File: config.mk
export PLATFORM = sky130hd
export DESIGN_NAME = fetch_stage
export DESIGN_NICKNAME = d
export VERILOG_FILES = /design/src/rtl/fetch_stage.sv
export SDC_FILE = /design/constraint.sdc
export NUM_CORES = 1
export LEC_CHECK = 0
export ABC_AREA = 1
export ABC_CLOCK_PERIOD_IN_PS = 3240
export BUFFER_PORTS_ARGS = -buffer_cell sky130_fd_sc_hd__buf_4
export CAP_MARGIN = 20
export CELL_PAD_IN_SITES_DETAIL_PLACEMENT = 0
export CELL_PAD_IN_SITES_GLOBAL_PLACEMENT = 1
export CORE_MARGIN = 2
export CORE_UTILIZATION = 35
export CTS_CLUSTER_SIZE = 25
export DETAILED_ROUTE_END_ITERATION = 8
export PLACE_DENSITY = 0.91
export SETUP_SLACK_MARGIN = 0.2
export SYNTH_ARGS = -nofsm -noshare
export SYNTH_HDL_FRONTEND = slang
export SYNTH_SLANG_ARGS = --single-unit
File: constraint.sdc
create_clock -name clk -period 3.24 [get_ports clk]
set_input_delay 0.648 -clock clk [delete_from_list [all_inputs] [get_ports clk]]
set_output_delay 0.648 -clock clk [all_outputs]
set_load 0.02 [all_outputs]
File: src/rtl/fetch_stage.sv
// -----------------------------------------------------------------------------
// fetch_stage
//
// Instruction-fetch stage and IF/ID pipeline register of the pipelined RISC
// core. It holds the word-addressed PC and presents it to instruction memory.
// Each unstalled edge it loads the fetched word into IF/ID and selects the next
// PC from the decode stage's redirect code. A redirect discards the word
// currently in IF by loading a bubble instead. Two wrapping counters record
// valid fetches and squashed slots.
//
// Ports
//   clk            rising-edge clock
//   rst_n          asynchronous active-low reset
//   stall          hazard-unit hold: PC, IF/ID and counters keep their values
//   Psel           next-PC select from decode:
//                    00 pc+1, 01 branch, 10 jump/call, 11 register (JR/return)
//   branch_target  next PC when Psel = 01
//   jump_target    next PC when Psel = 10
//   reg_target     next PC when Psel = 11
//   imem_addr      instruction memory address (combinational, equals pc)
//   imem_data      instruction word read combinationally at imem_addr
//   ifid_inst      IF/ID instruction; bits [31:27] feed the control unit opcode
//   ifid_pc        PC of ifid_inst
//   ifid_pc_plus1  ifid_pc + 1, used as the CALL return address
//   ifid_valid     0 while IF/ID holds a bubble
//   redirect       combinational: Psel != 00 and not stalled
//   fetch_cnt      number of valid instructions loaded into IF/ID
//   squash_cnt     number of bubbles inserted by redirects
// -----------------------------------------------------------------------------
module fetch_stage #(
    parameter logic [31:0] RESET_PC = 32'h0000_0000,
    parameter logic [31:0] NOP_INST = 32'h0000_0000,
    parameter int          CNT_W    = 16
) (
    input  logic             clk,
    input  logic             rst_n,
    input  logic             stall,
    input  logic [1:0]       Psel,
    input  logic [31:0]      branch_target,
    input  logic [31:0]      jump_target,
    input  logic [31:0]      reg_target,
    output logic [31:0]      imem_addr,
    input  logic [31:0]      imem_data,
    output logic [31:0]      ifid_inst,
    output logic [31:0]      ifid_pc,
    output logic [31:0]      ifid_pc_plus1,
    output logic             ifid_valid,
    output logic             redirect,
    output logic [CNT_W-1:0] fetch_cnt,
    output logic [CNT_W-1:0] squash_cnt
);

    // BOOT: IF/ID holds a bubble. RUN: IF/ID holds a valid instruction.
    typedef enum logic {
        BOOT = 1'b0,
        RUN  = 1'b1
    } state_t;

    state_t      state, state_nxt;
    logic [31:0] pc;
    logic [31:0] pc_plus1;
    logic [31:0] pc_nxt;

    // Sequential successor wraps silently from 32'hFFFF_FFFF to 0.
    assign pc_plus1  = pc + 32'd1;
    assign imem_addr = pc;

    // Stall outranks redirect; decode holds Psel and the targets until the
    // stall drops, so the redirect simply takes effect on that later edge.
    assign redirect  = (Psel != 2'b00) && !stall;

    always_comb begin
        // NOTE: every always_comb output gets a default first so no path
        // leaves it unassigned, which would otherwise infer a latch.
        pc_nxt = pc_plus1;
        unique case (Psel)
            2'b01:   pc_nxt = branch_target;
            2'b10:   pc_nxt = jump_target;
            2'b11:   pc_nxt = reg_target;
            default: pc_nxt = pc_plus1;
        endcase
    end

    always_comb begin
        state_nxt = state;
        if (!stall) begin
            state_nxt = redirect ? BOOT : RUN;
        end
    end

    assign ifid_valid = (state == RUN);

    always_ff @(posedge clk or negedge rst_n) begin
        if (!rst_n) begin
            // NOTE: sequential state uses non-blocking assignments so every
            // register samples pre-edge values regardless of statement order.
            state         <= BOOT;
            pc            <= RESET_PC;
            ifid_inst     <= NOP_INST;
            ifid_pc       <= 32'd0;
            ifid_pc_plus1 <= 32'd0;
            fetch_cnt     <= '0;
            squash_cnt    <= '0;
        end else if (!stall) begin
            state         <= state_nxt;
            pc            <= pc_nxt;
            ifid_pc       <= pc;
            ifid_pc_plus1 <= pc_plus1;
            if (redirect) begin
                // The word now in IF is wrong-path: replace it with a bubble.
                ifid_inst  <= NOP_INST;
                squash_cnt <= squash_cnt + 1'b1;
            end else begin
                ifid_inst  <= imem_data;
                fetch_cnt  <= fetch_cnt + 1'b1;
            end
        end
    end

endmodule

# == Yosys cells after proc, flatten, opt, wreduce, memory -nomap -nowiden ==
# Cells that the tools add are included.
# word_totals
register_bits,161
inputBits,133
# classes
add_sub_neg,3
eq_ne,3
muxes,3
bitwise,2
n_reduce_logical,5
# op_table
cell,n
$pmux W32 S3,1
$add A16 B1 Y16 const B,2
$add A32 B1 Y32 const B,1
$mux W32,1
$eq A2 B2 Y1 const B,2
$reduce_and A2 Y1,2
$eq A2 B1 Y1 const B,1
$not A1 Y1,2
$reduce_bool A2 Y1,1
$logic_and A1 B1 Y1,1
$logic_not A1 Y1,1
$mux W1,1

# == Longest topological paths before layout ==
# Gate-level depths: netlist (run 1).
# depth
word_depth,4
mapped_depth,10

# == Worst setup path before layout (run 1) ==
# Ideal clock, no wire load.
# synth_path
path_kind,in2out
from,input Psel[1]
to,output redirect
arrival_ns,1.221
t_required_ns,2.592
slack_ns,1.371
path_stages,3
n_path_buf,1
path_cell_list,nor2_4 nor2_8 buf_1
# synth_via
elab_chain_len,2
# synth_rtl
item,line,rtl
start: declaration,38,"input logic [1:0] Psel,"
$reduce_bool A2 Y1,70,assign redirect = (Psel != 2'b00) && !stall;
$logic_and A1 B1 Y1,70,
end: declaration,48,"output logic redirect,"
# No other way between the ends.

# == Worst setup path after layout (run 1) ==
# Same ends and word-level chain as after synthesis.

==> results of run 1 <==
## report_power, final
part | switching (mW) | internal, mW
sequential | 0.307 | 2.28
combinational | 0.934 | 0.660
clock | 0.891 | 1.09
total | 2.13 | 4.03
## stage by stage
stage | setup WS (ns) | power [mW]
finish | 1.30 | 6.16
global placement | 1.01 | 4.19
CTS | 1.30 | 6.22
global route | 1.11 | 6.47
floorplan | 1.37 | 3.35
detailed placement | 0.979 | 4.22
## cells by family (layout without fill, tap and decap cells)
family / after synthesis / count (layout) / share of synthesized area [%]
fa+ha+maj: 3 / 3 / 0.476
buf+inv: 100 / 398 / 5.22
xor+xnor: 39 / 39 / 4.33
flops: 161 / 161 / 51.1
simple gates: 586 / 586 / 30.8
compound gates: 92 / 92 / 8.15
other cells: 0 / 1 / 0
## cells in the final DEF (no fill, tap or decap), drive strengths merged
cell	count
xor2	30
a21oi	3
o221ai	2
diode	1
a22o	33
buf	305
bufinv	1
nand4	8
nor3b	1
inv	67
dfrtp	161
ha	3
nor2	72
nor3	6
a22oi	20
nand2	428
o21ai	33
xnor2	9
clkinvlp	2
nand3	70
clkbuf	18
a31oi	1
nand3b	1
clkinv	5
## layout make-up
cell class,instances,area (µm²),share of cell area (%)
flip-flops and latches,161,4030,36.7
multi-input cells,720,3460,31.5
repair buffers,305,2320,21.1
clock buffers,18,429,3.91
well taps,280,350,3.19
inverters,61,231,2.11
clock inverters,14,150,1.37
diodes,1,2.50,0.0228
## path summary, 6_finish.rpt
| path | slack, ns | endpoint | start | depth (start not counted) |
|---|---|---|---|---|
| max in group asynchronous | 2.29 | ifid_pc[0]$_DFFE_PN0N_ | rst_n | 2 |
| worst max-delay path | 1.30 | redirect | Psel[1] | 4 |
| worst max register to register | 1.34 | ifid_pc_plus1[18]$_DFFE_PN0N_ | imem_addr[0]$_DFFE_PN0N_ | 10 |
| min in group clk | 0.44 | ifid_inst[4]$_DFFE_PN0N_ | imem_data[4] | 2 |
| worst min-delay path | 0.23 | ifid_pc[26]$_DFFE_PN0N_ | rst_n | 1 |
| worst min register to register | 0.48 | ifid_pc[9]$_DFFE_PN0N_ | ifid_pc[9]$_DFFE_PN0N_ | 2 |
## layer usage
| layer | part of all wire, % | vias up | GRT usage (%) | routed length [µm] |
|---|---|---|---|---|
| met3 | 6.3 | 32 | 5.38 | 1710 |
| met4 | 2.2 | 2 | 7.21 | 583 |
| li1 | - | 3707 | - | - |
| met2 | 47 | 256 | 36.0 | 12700 |
| met5 | 0.059 | - | 0 | 16 |
| met1 | 45 | 3616 | 31.4 | 12100 |
## state kept, by name, summed over array words and instances (netlist names)
register / cells
ifid_inst: 32
ifid_pc: 32
ifid_pc_plus1: 32
imem_addr: 32
fetch_cnt: 16
squash_cnt: 16
ifid_valid: 1
==> impl_metrics.yaml, run 1 <==
placed_design:
  place_hpwl_um: 20300
  place_congestion: 0.936
  dp.cells: 1527
  postPlaceCellArea_mm2: 0.0104
  io_buffers: 294
clock_network:
  hold_buffers: 0
  insertion_delay_ns: 0.42
  clk_path_buf_depth: 2
  cts.clk_slew.worst_paths_ns: 0.07
  cts_tree: "built"
  clock-sinks: 161
  numCtsBuffers: 17
  cts_resized: 0
  cts_root_buf: "clkbuf_16"
  postCtsSetupRepairBufs: 0
  htreeDepth: 4
grt:
  grt-ovfl-total: 0
  grt_pass1_wl_um: 42100
  grt_max_degree: 79
  track_usage_pct: 22.9
  antenna_found_initial: 2
  grt_pass1_vias: 7555
worst_setup_path:
  cp.arrival_ns: 1.29
  required_ns: 2.59
  slowest_delay_ns: 0.25
  critPathMaxFanout: 8
  end_kind: "output pin"
  worst_path_most_repeated_cell: "buf_4"
  worst_setup_path_start_kind: "input port"
  crit_family: "simple AND/OR/NAND/NOR gates"
  crit_chain: "buf_4 > nor2_4 > nor2_8 > buf_4"
  slowest_stage: "nor2_4"
  critPathKind: "input port to output pin"
  crit_buf_inv: 2
power:
  p_leak_nw: 5.73
  ir_worst_vdd_v: 0.000297
  power_density_mw_per_mm2: 562
detailed_routing:
  wirelength_um: 27100
  drtPass1Iterations: 5
  drc: 0
  via_per_inst: 4.88
  antenna_left: 0
  drtIter0Drc: 626
  routedWlPerCell_um: 17.4
  route.vias.total: 7613
floorplanning:
  die-area_mm2: 0.0238
  coreArea_mm2: 0.0220
  die_height_um: 154
  die_w_um: 154
  io_pins: 295
  start_util_pct: 35.9
  rows: 54
synthesis:
  avgSynthCellArea_um2: 8.04
  synth_cell_types: 31
  synth_edf_count: 0
  synthArstFlopShare_pct: 100
  syn_area_mm2: 0.00789
  synth.most_common_cell: "nand2_1"
  ys_seq_area_share_pct: 51.1
  synth_top_cell_by_area: "dfrtp_1"
  ys.flop_type: "dfrtp_1"
  ys_warn_count: 0
  synth_fp_nets: 1117
  synth_commonest_cells: "nand2_1 (424), dfrtp_1 (161), nand3_1 (69)"
  synth.top_cell.area_share_pct: 51.1
  synthCells: 981
  synthTopCellsByArea: "dfrtp_1 (51%), nand2_1 (20%), nand3_1 (4.4%)"
  ys_ff_latch: 161
timing:
  setup_viol: 0
  tns_ns: 0
  fin_skew_ns: 0.0124
  rsz0062_at_grt: "false"
  slew_violations: 0
  slew_headroom_pct: 46.9
  finalHoldViolCount: 0
  worstMarginPinSlew_ns: 0.796
  period_needed_ns: 1.94
  fmax_mhz: 515
  fin_crit_sh_pct: 59.9
  holdWs_ns: 0.227
finish:
  fin_util_pct: 49.9
  fin_nets: 1402
  syn2layout_area_growth_pct: 39.0
  drive_gt1_share_pct: 27.9
  fin_area_mm2: 0.0110
  layout.cells.non_filler: 1560
  nFillCells: 2109
outcome:
  status: "finished clean"
hold_path:
  hold_path.class: "input port to asynchronous set/reset pin"
flow_run:
  cap_violations: 0
Power figures use the tool's default switching activity.
==> run 2, diff against run 1 <==
- ABC_CLOCK_PERIOD_IN_PS: 3240 -> 1800
- clock period: 3.24 -> 1.8 ns (I/O delays scaled with it)
==> run 2 against run 1 <==
Compared with the run above:
- clock power is 92% higher
- sequential cell count unchanged
- core utilization grew 2.4 points
- wire length grew 2.6%
- critical path depth grew 4
- cell count grew 2.3%
- register-to-register slack got worse by 1.1 ns
- hold slack worse by 0.085 ns
- die area is the same
- global-route usage rose by 0.57 points
- first-iteration DRC count up 13%
- clock-buffer cell count is the same
- critical endpoint is now squash_cnt[12]$_DFFE_PN0P_
- largest cell class unchanged
- largest power group unchanged
- highest routed layer is now met4
==> impl_metrics.yaml, run 2 (same netlist as run 1, synthesis figures left out) <==
outcome:
  status: "finished clean"
detailed_routing:
  drc: 0
  drtPass1Iterations: 5
  antenna_left: 0
  via_per_inst: 4.94
  routedWlPerCell_um: 17.4
  drtIter0Drc: 705
  route.vias.total: 7887
  wirelength_um: 27800
timing:
  fin_skew_ns: 0.0136
  fmax_mhz: 640
  fin_crit_sh_pct: 86.9
  period_needed_ns: 1.56
  setup_viol: 0
  holdWs_ns: 0.142
  worstMarginPinSlew_ns: 0.603
  rsz0062_at_grt: "true"
  tns_ns: 0
  slew_violations: 0
  slew_headroom_pct: 59.8
  finalHoldViolCount: 0
worst_setup_path:
  r2r-start: "squash_cnt[1]$_DFFE_PN0P_"
  cp.arrival_ns: 1.88
  worst_setup_path_start_kind: "flip-flop"
  required_ns: 2.12
  end_kind: "flip-flop"
  critPathMaxFanout: 5
  cp-startpoint: "squash_cnt[1]$_DFFE_PN0P_"
  critPathKind: "flip-flop to flip-flop"
flow_run:
  cap_violations: 0
grt:
  grt_pass1_vias: 7675
  grt_pass1_wl_um: 43100
  grt-ovfl-total: 0
  grt_max_degree: 105
  antenna_found_initial: 0
  track_usage_pct: 23.5
floorplanning:
  die_height_um: 154
  io_pins: 295
  die_w_um: 154
  coreArea_mm2: 0.0220
  rows: 54
  start_util_pct: 35.9
  die-area_mm2: 0.0238
finish:
  syn2layout_area_growth_pct: 45.8
  diodes: 0
  final_cell_mix: "nand2_1 (412), buf_4 (333), dfrtp_1 (145), nand3_1 (66), inv_1 (60)"
  fin_nets: 1439
  fin_util_pct: 52.4
  layout.cells.non_filler: 1596
  drive_gt1_share_pct: 33.7
  final_common_cell: "nand2_1"
placed_design:
  place_hpwl_um: 20900
  dp.cells: 1551
  place_congestion: 0.926
  io_buffers: 294
clock_network:
  cts_tree: "built"
  clock-sinks: 161
  numCtsBuffers: 17
  cts_root_buf: "clkbuf_16"
  clk_path_buf_depth: 2
  htreeDepth: 4
  cts.clk_slew.worst_paths_ns: 0.07
  insertion_delay_ns: 0.43
hold_path:
  hold_path.class: "input port to flip-flop"
  worstHoldStart: "imem_data[30]"
power:
  p_leak_nw: 5.96
  ir_worst_vdd_v: 0.000596
  power_density_mw_per_mm2: 1010
  finalPower_mw: 11.6
-- run 2: cell count changes in the layout (fill, tap and decap cells not counted), moves of 3 or more --
cell	change
dfrtp_1	-16
nand2_2	+11
nand2_1	-12
dfrtp_2	+16
buf_4	+31
nor2_2	+8
buf_12	+3
nor2_1	-17
nand3_1	-3
nor2_4	+9
-- run 2: layer usage --
metal	wire length, µm	part of all wire, %	vias up	track usage, %
met2	13400	48	277	38.0
met5	0	0	-	0
met4	623	2.2	0	7.12
met3	1800	6.5	34	5.38
met1	11900	43	3792	31.5
li1	-	-	3784	-
-- run 2: worst max-delay path, cell delays in order (launching register included) --
cell and delay [ns]:
dfrtp_1 0.41, ha_2 0.21, nand3_2 0.10, nor2_2 0.15
nand3_2 0.12, nor2_4 0.20, nand2_1 0.08, xor2_1 0.13
inv_1 0.05
-- run 2: worst paths after layout --
check / endpoint / slack, ns / cells past startpoint
max: squash_cnt[12]$_DFFE_PN0P_ / 0.24 / 8
min: ifid_inst[30]$_DFFE_PN0N_ / 0.14 / 2
max reg2reg: squash_cnt[12]$_DFFE_PN0P_ / 0.24 / 8
min reg2reg: ifid_pc_plus1[4]$_DFFE_PN0N_ / 0.49 / 2
max in group asynchronous: ifid_inst[26]$_DFFE_PN0N_ / 0.70 / 3
min in group asynchronous: ifid_pc_plus1[27]$_DFFE_PN0N_ / 0.48 / 2
-- run 2: power by group --
part / switching, mW / internal, mW / total [mW] / leakage (nW)
sequential: 0.505 / 4.12 / 4.62 / 2.06
combinational: 1.83 / 1.35 / 3.18 / 3.61
clock: 1.59 / 2.21 / 3.80 / 0.290
-- run 2: final cells by class --
type	count	area, µm²
Multi-Input combinational cell	720	3620
Fill cell	2099	10500
Clock inverter	14	178
Inverter	61	231
Timing Repair Buffer	342	2640
Tap cell	280	350
Clock buffer	18	429
Sequential cell	161	4050
-- run 2: metrics by stage --
step / setup slack (ns) / area [µm²]
2_1_floorplan: 0.240 / 7890
3_3_place_gp: 0.150 / 10600
3_5_place_dp: 0.0596 / 10600
4_1_cts: 0.201 / 11200
5_1_grt: 0.161 / 11500
6_report: 0.237 / 11500
-- run 2: repair_timing --
action                                  4_1_cts  5_1_grt
hold endpoints to repair                     46        0
resized for setup                             8       56
buffers inserted                              0       12
hold buffers                                  1        0
endpoints found under the setup margin       21       50
pin swaps                                     0       12
==> run 3, diff against run 2 <==
- ABC_AREA: 1 -> default
- PLACE_DENSITY: 0.91 -> 0.88
==> run 3 against run 2 <==
Compared with the run above:
- non-clock buffer count increased by 41
- clock power decreased by 2%
- synthesized cell count decreased by 20%
- sequential share of layout area decreased by 1.5 points
- global-route usage decreased by 1.6 points
- hold slack improved by 0.035 ns
- critical path depth decreased by 2
- maximum frequency decreased by 11%
- largest power group unchanged
==> impl_metrics.yaml, run 3 <==
floorplanning:
  start_util_pct: 35.9
  die_w_um: 154
  coreArea_mm2: 0.0220
  die_height_um: 154
  io_pins: 295
  rows: 54
  die-area_mm2: 0.0237
grt:
  grt_max_degree: 114
  antenna_found_initial: 0
  grt-ovfl-total: 0
  track_usage_pct: 21.9
  grt_pass1_wl_um: 40500
  grt_pass1_vias: 7130
power:
  p_leak_nw: 5.61
  power_density_mw_per_mm2: 971
  ir_worst_vdd_v: 0.000569
worst_setup_path:
  crit_chain: "nand4_4 > nor4_4 > buf_12 > and2_4 > a21oi_2 > or3_1"
  slowest_stage: "dfrtp_2"
  critPathMaxFanout: 5
  end_kind: "flip-flop"
  slowest_delay_ns: 0.39
  critPathKind: "flip-flop to flip-flop"
  worst_setup_path_start_kind: "flip-flop"
  crit_family: "simple AND/OR/NAND/NOR gates"
  required_ns: 2.10
  cp.arrival_ns: 2.06
  crit_buf_inv: 1
placed_design:
  place_hpwl_um: 19100
  dp.cells: 1367
  io_buffers: 294
  pre_cts_slack_ns: -0.0737
  place_congestion: 0.856
finish:
  final_cell_mix: "buf_4 (359), dfrtp_1 (145), nand2_1 (143), o21ai_0 (76), mux2_2 (45)"
  final_common_cell: "buf_4"
  syn2layout_area_growth_pct: 52.3
  drive_gt1_share_pct: 47.0
  fin_nets: 1270
  multi_input_area_mm2: 0.00393
  diodes: 0
  nFillCells: 1977
  seq_area_mm2: 0.00405
  layout.cells.non_filler: 1427
timing:
  worst_slack_ns: 0.0427
  period_needed_ns: 1.76
  fin_crit_sh_pct: 97.6
  holdWs_ns: 0.177
  fmax_mhz: 569
  setup_viol: 0
  slew_headroom_pct: 67.2
  worstMarginPinSlew_ns: 0.491
  fin_skew_ns: 0.00958
  tns_ns: 0
  slew_violations: 0
  finalHoldViolCount: 0
  rsz0062_at_grt: "true"
synthesis:
  synthCells: 789
  synth.top_cell.area_share_pct: 51.1
  avgSynthCellArea_um2: 9.99
  synth_edf_count: 0
  synthArstFlopShare_pct: 100
  ys_seq_area_share_pct: 51.1
  synth_fp_nets: 925
  syn_area_mm2: 0.00788
  synth_commonest_cells: "dfrtp_1 (161), nand2_1 (146), o21ai_0 (91)"
  synthTopCellsByArea: "dfrtp_1 (51%), nand2_1 (7.0%), mux2_2 (6.4%)"
  ys.flop_type: "dfrtp_1"
  ys_ff_latch: 161
  synth.most_common_cell: "dfrtp_1"
  ys_warn_count: 0
  synth_cell_types: 50
  synth_top_cell_by_area: "dfrtp_1"
clock_network:
  clk_path_buf_depth: 2
  cts_root_buf: "clkbuf_16"
  htreeDepth: 4
  insertion_delay_ns: 0.42
  numCtsBuffers: 17
  cts_tree: "built"
  clock-sinks: 161
  cts.clk_slew.worst_paths_ns: 0.07
detailed_routing:
  wirelength_um: 26600
  via_per_inst: 5.13
  drtIter0Drc: 425
  route.vias.total: 7325
  antenna_left: 0
  routedWlPerCell_um: 18.6
  drc: 0
  drtPass1Iterations: 8
hold_path:
  hold_path.class: "input port to flip-flop"
flow_run:
  cap_violations: 0
outcome:
  status: "finished clean"
[run 3: cell types whose count changed in the layout (fill, tap and decap cells not counted), sizes merged, moves of 12 or more]
cell | before | now
xnor2 | 9 | 41
o31a | 0 | 13
mux2 | 0 | 45
nand4 | 8 | 20
buf | 341 | 382
o21ai | 33 | 98
inv | 66 | 21
nor2 | 72 | 26
a22o | 33 | 8
a21oi | 3 | 21
and3 | 0 | 12
nand2 | 428 | 146
nand3 | 70 | 24
[run 3: final timing paths]
path                                             from                    endpoint  slack [ns]  cells past startpoint
setup / recovery             imem_addr[8]$_DFFE_PN0N_   imem_addr[30]$_DFFE_PN0N_        0.04                      6
hold / removal                           imem_data[6]    ifid_inst[6]$_DFFE_PN0N_        0.18                      3
setup reg to reg             imem_addr[8]$_DFFE_PN0N_   imem_addr[30]$_DFFE_PN0N_        0.04                      6
hold reg to reg            squash_cnt[15]$_DFFE_PN0P_  squash_cnt[15]$_DFFE_PN0P_        0.48                      1
max in group asynchronous                       rst_n   imem_addr[19]$_DFFE_PN0N_        0.67                      3
min in group asynchronous                       rst_n      ifid_pc[7]$_DFFE_PN0N_        0.45                      2
[run 3: layer usage]
layer / share of wire, % / vias to the layer above / global-route usage, % / wire, µm
li1: - / 3465 / - / -
met1: 43 / 3533 / 29.1 / 11400
met2: 49 / 274 / 35.6 / 12900
met3: 5.5 / 53 / 3.75 / 1460
met4: 3.3 / 0 / 8.59 / 873
met5: 0 / - / 0 / 0
[run 3: cell type report]
cell class | instances | area share (%)
flip-flops and latches | 161 | 33.7
multi-input cells | 556 | 32.7
repair buffers | 383 | 25.2
clock buffers | 17 | 3.54
well taps | 280 | 2.92
clock inverters | 15 | 1.48
inverters | 15 | 0.469
[run 3: kinds of logic after synthesis]
group | synth area share [%]
compound gates | 14.2
xor+xnor | 6.67
fa+ha+maj | 0.476
buf+inv | 3.73
flops | 51.1
mux | 8.24
simple gates | 15.6
[run 3: power breakdown]
part / switching, mW / total (mW) / leakage, nW / internal (mW)
clock network: 1.65 / 3.74 / 0.295 / 2.09
registers: 0.448 / 4.57 / 2.04 / 4.12
logic: 1.80 / 3.35 / 3.28 / 1.55
total: 3.89 / 11.7 / 5.61 / 7.77
[run 3: what timing repair did]
item / in CTS / in global routing
hold buffers: 1 / 0
cloned: 1 / 0
pin swaps: 12 / 27
gates resized for setup: 18 / 59
buffers inserted: 9 / 18
endpoints found under the hold margin: 42 / 0
endpoints found under the setup margin: 45 / 54
[run 3: stage by stage]
stage          power [mW]  util [%]  area [µm²]
2_1_floorplan        6.18         -        8030
5_1_grt              12.2      54.7       12000
3_5_place_dp         7.82      49.4       10900
6_report             11.7      54.7       12000
3_3_place_gp         7.77      49.4       10800
4_1_cts              11.6      53.1       11700
[run 3: worst min-delay path, stage by stage]
cell and delay, ns:
buf_4 0.11, nand2_1 0.04, o21ai_0 0.06
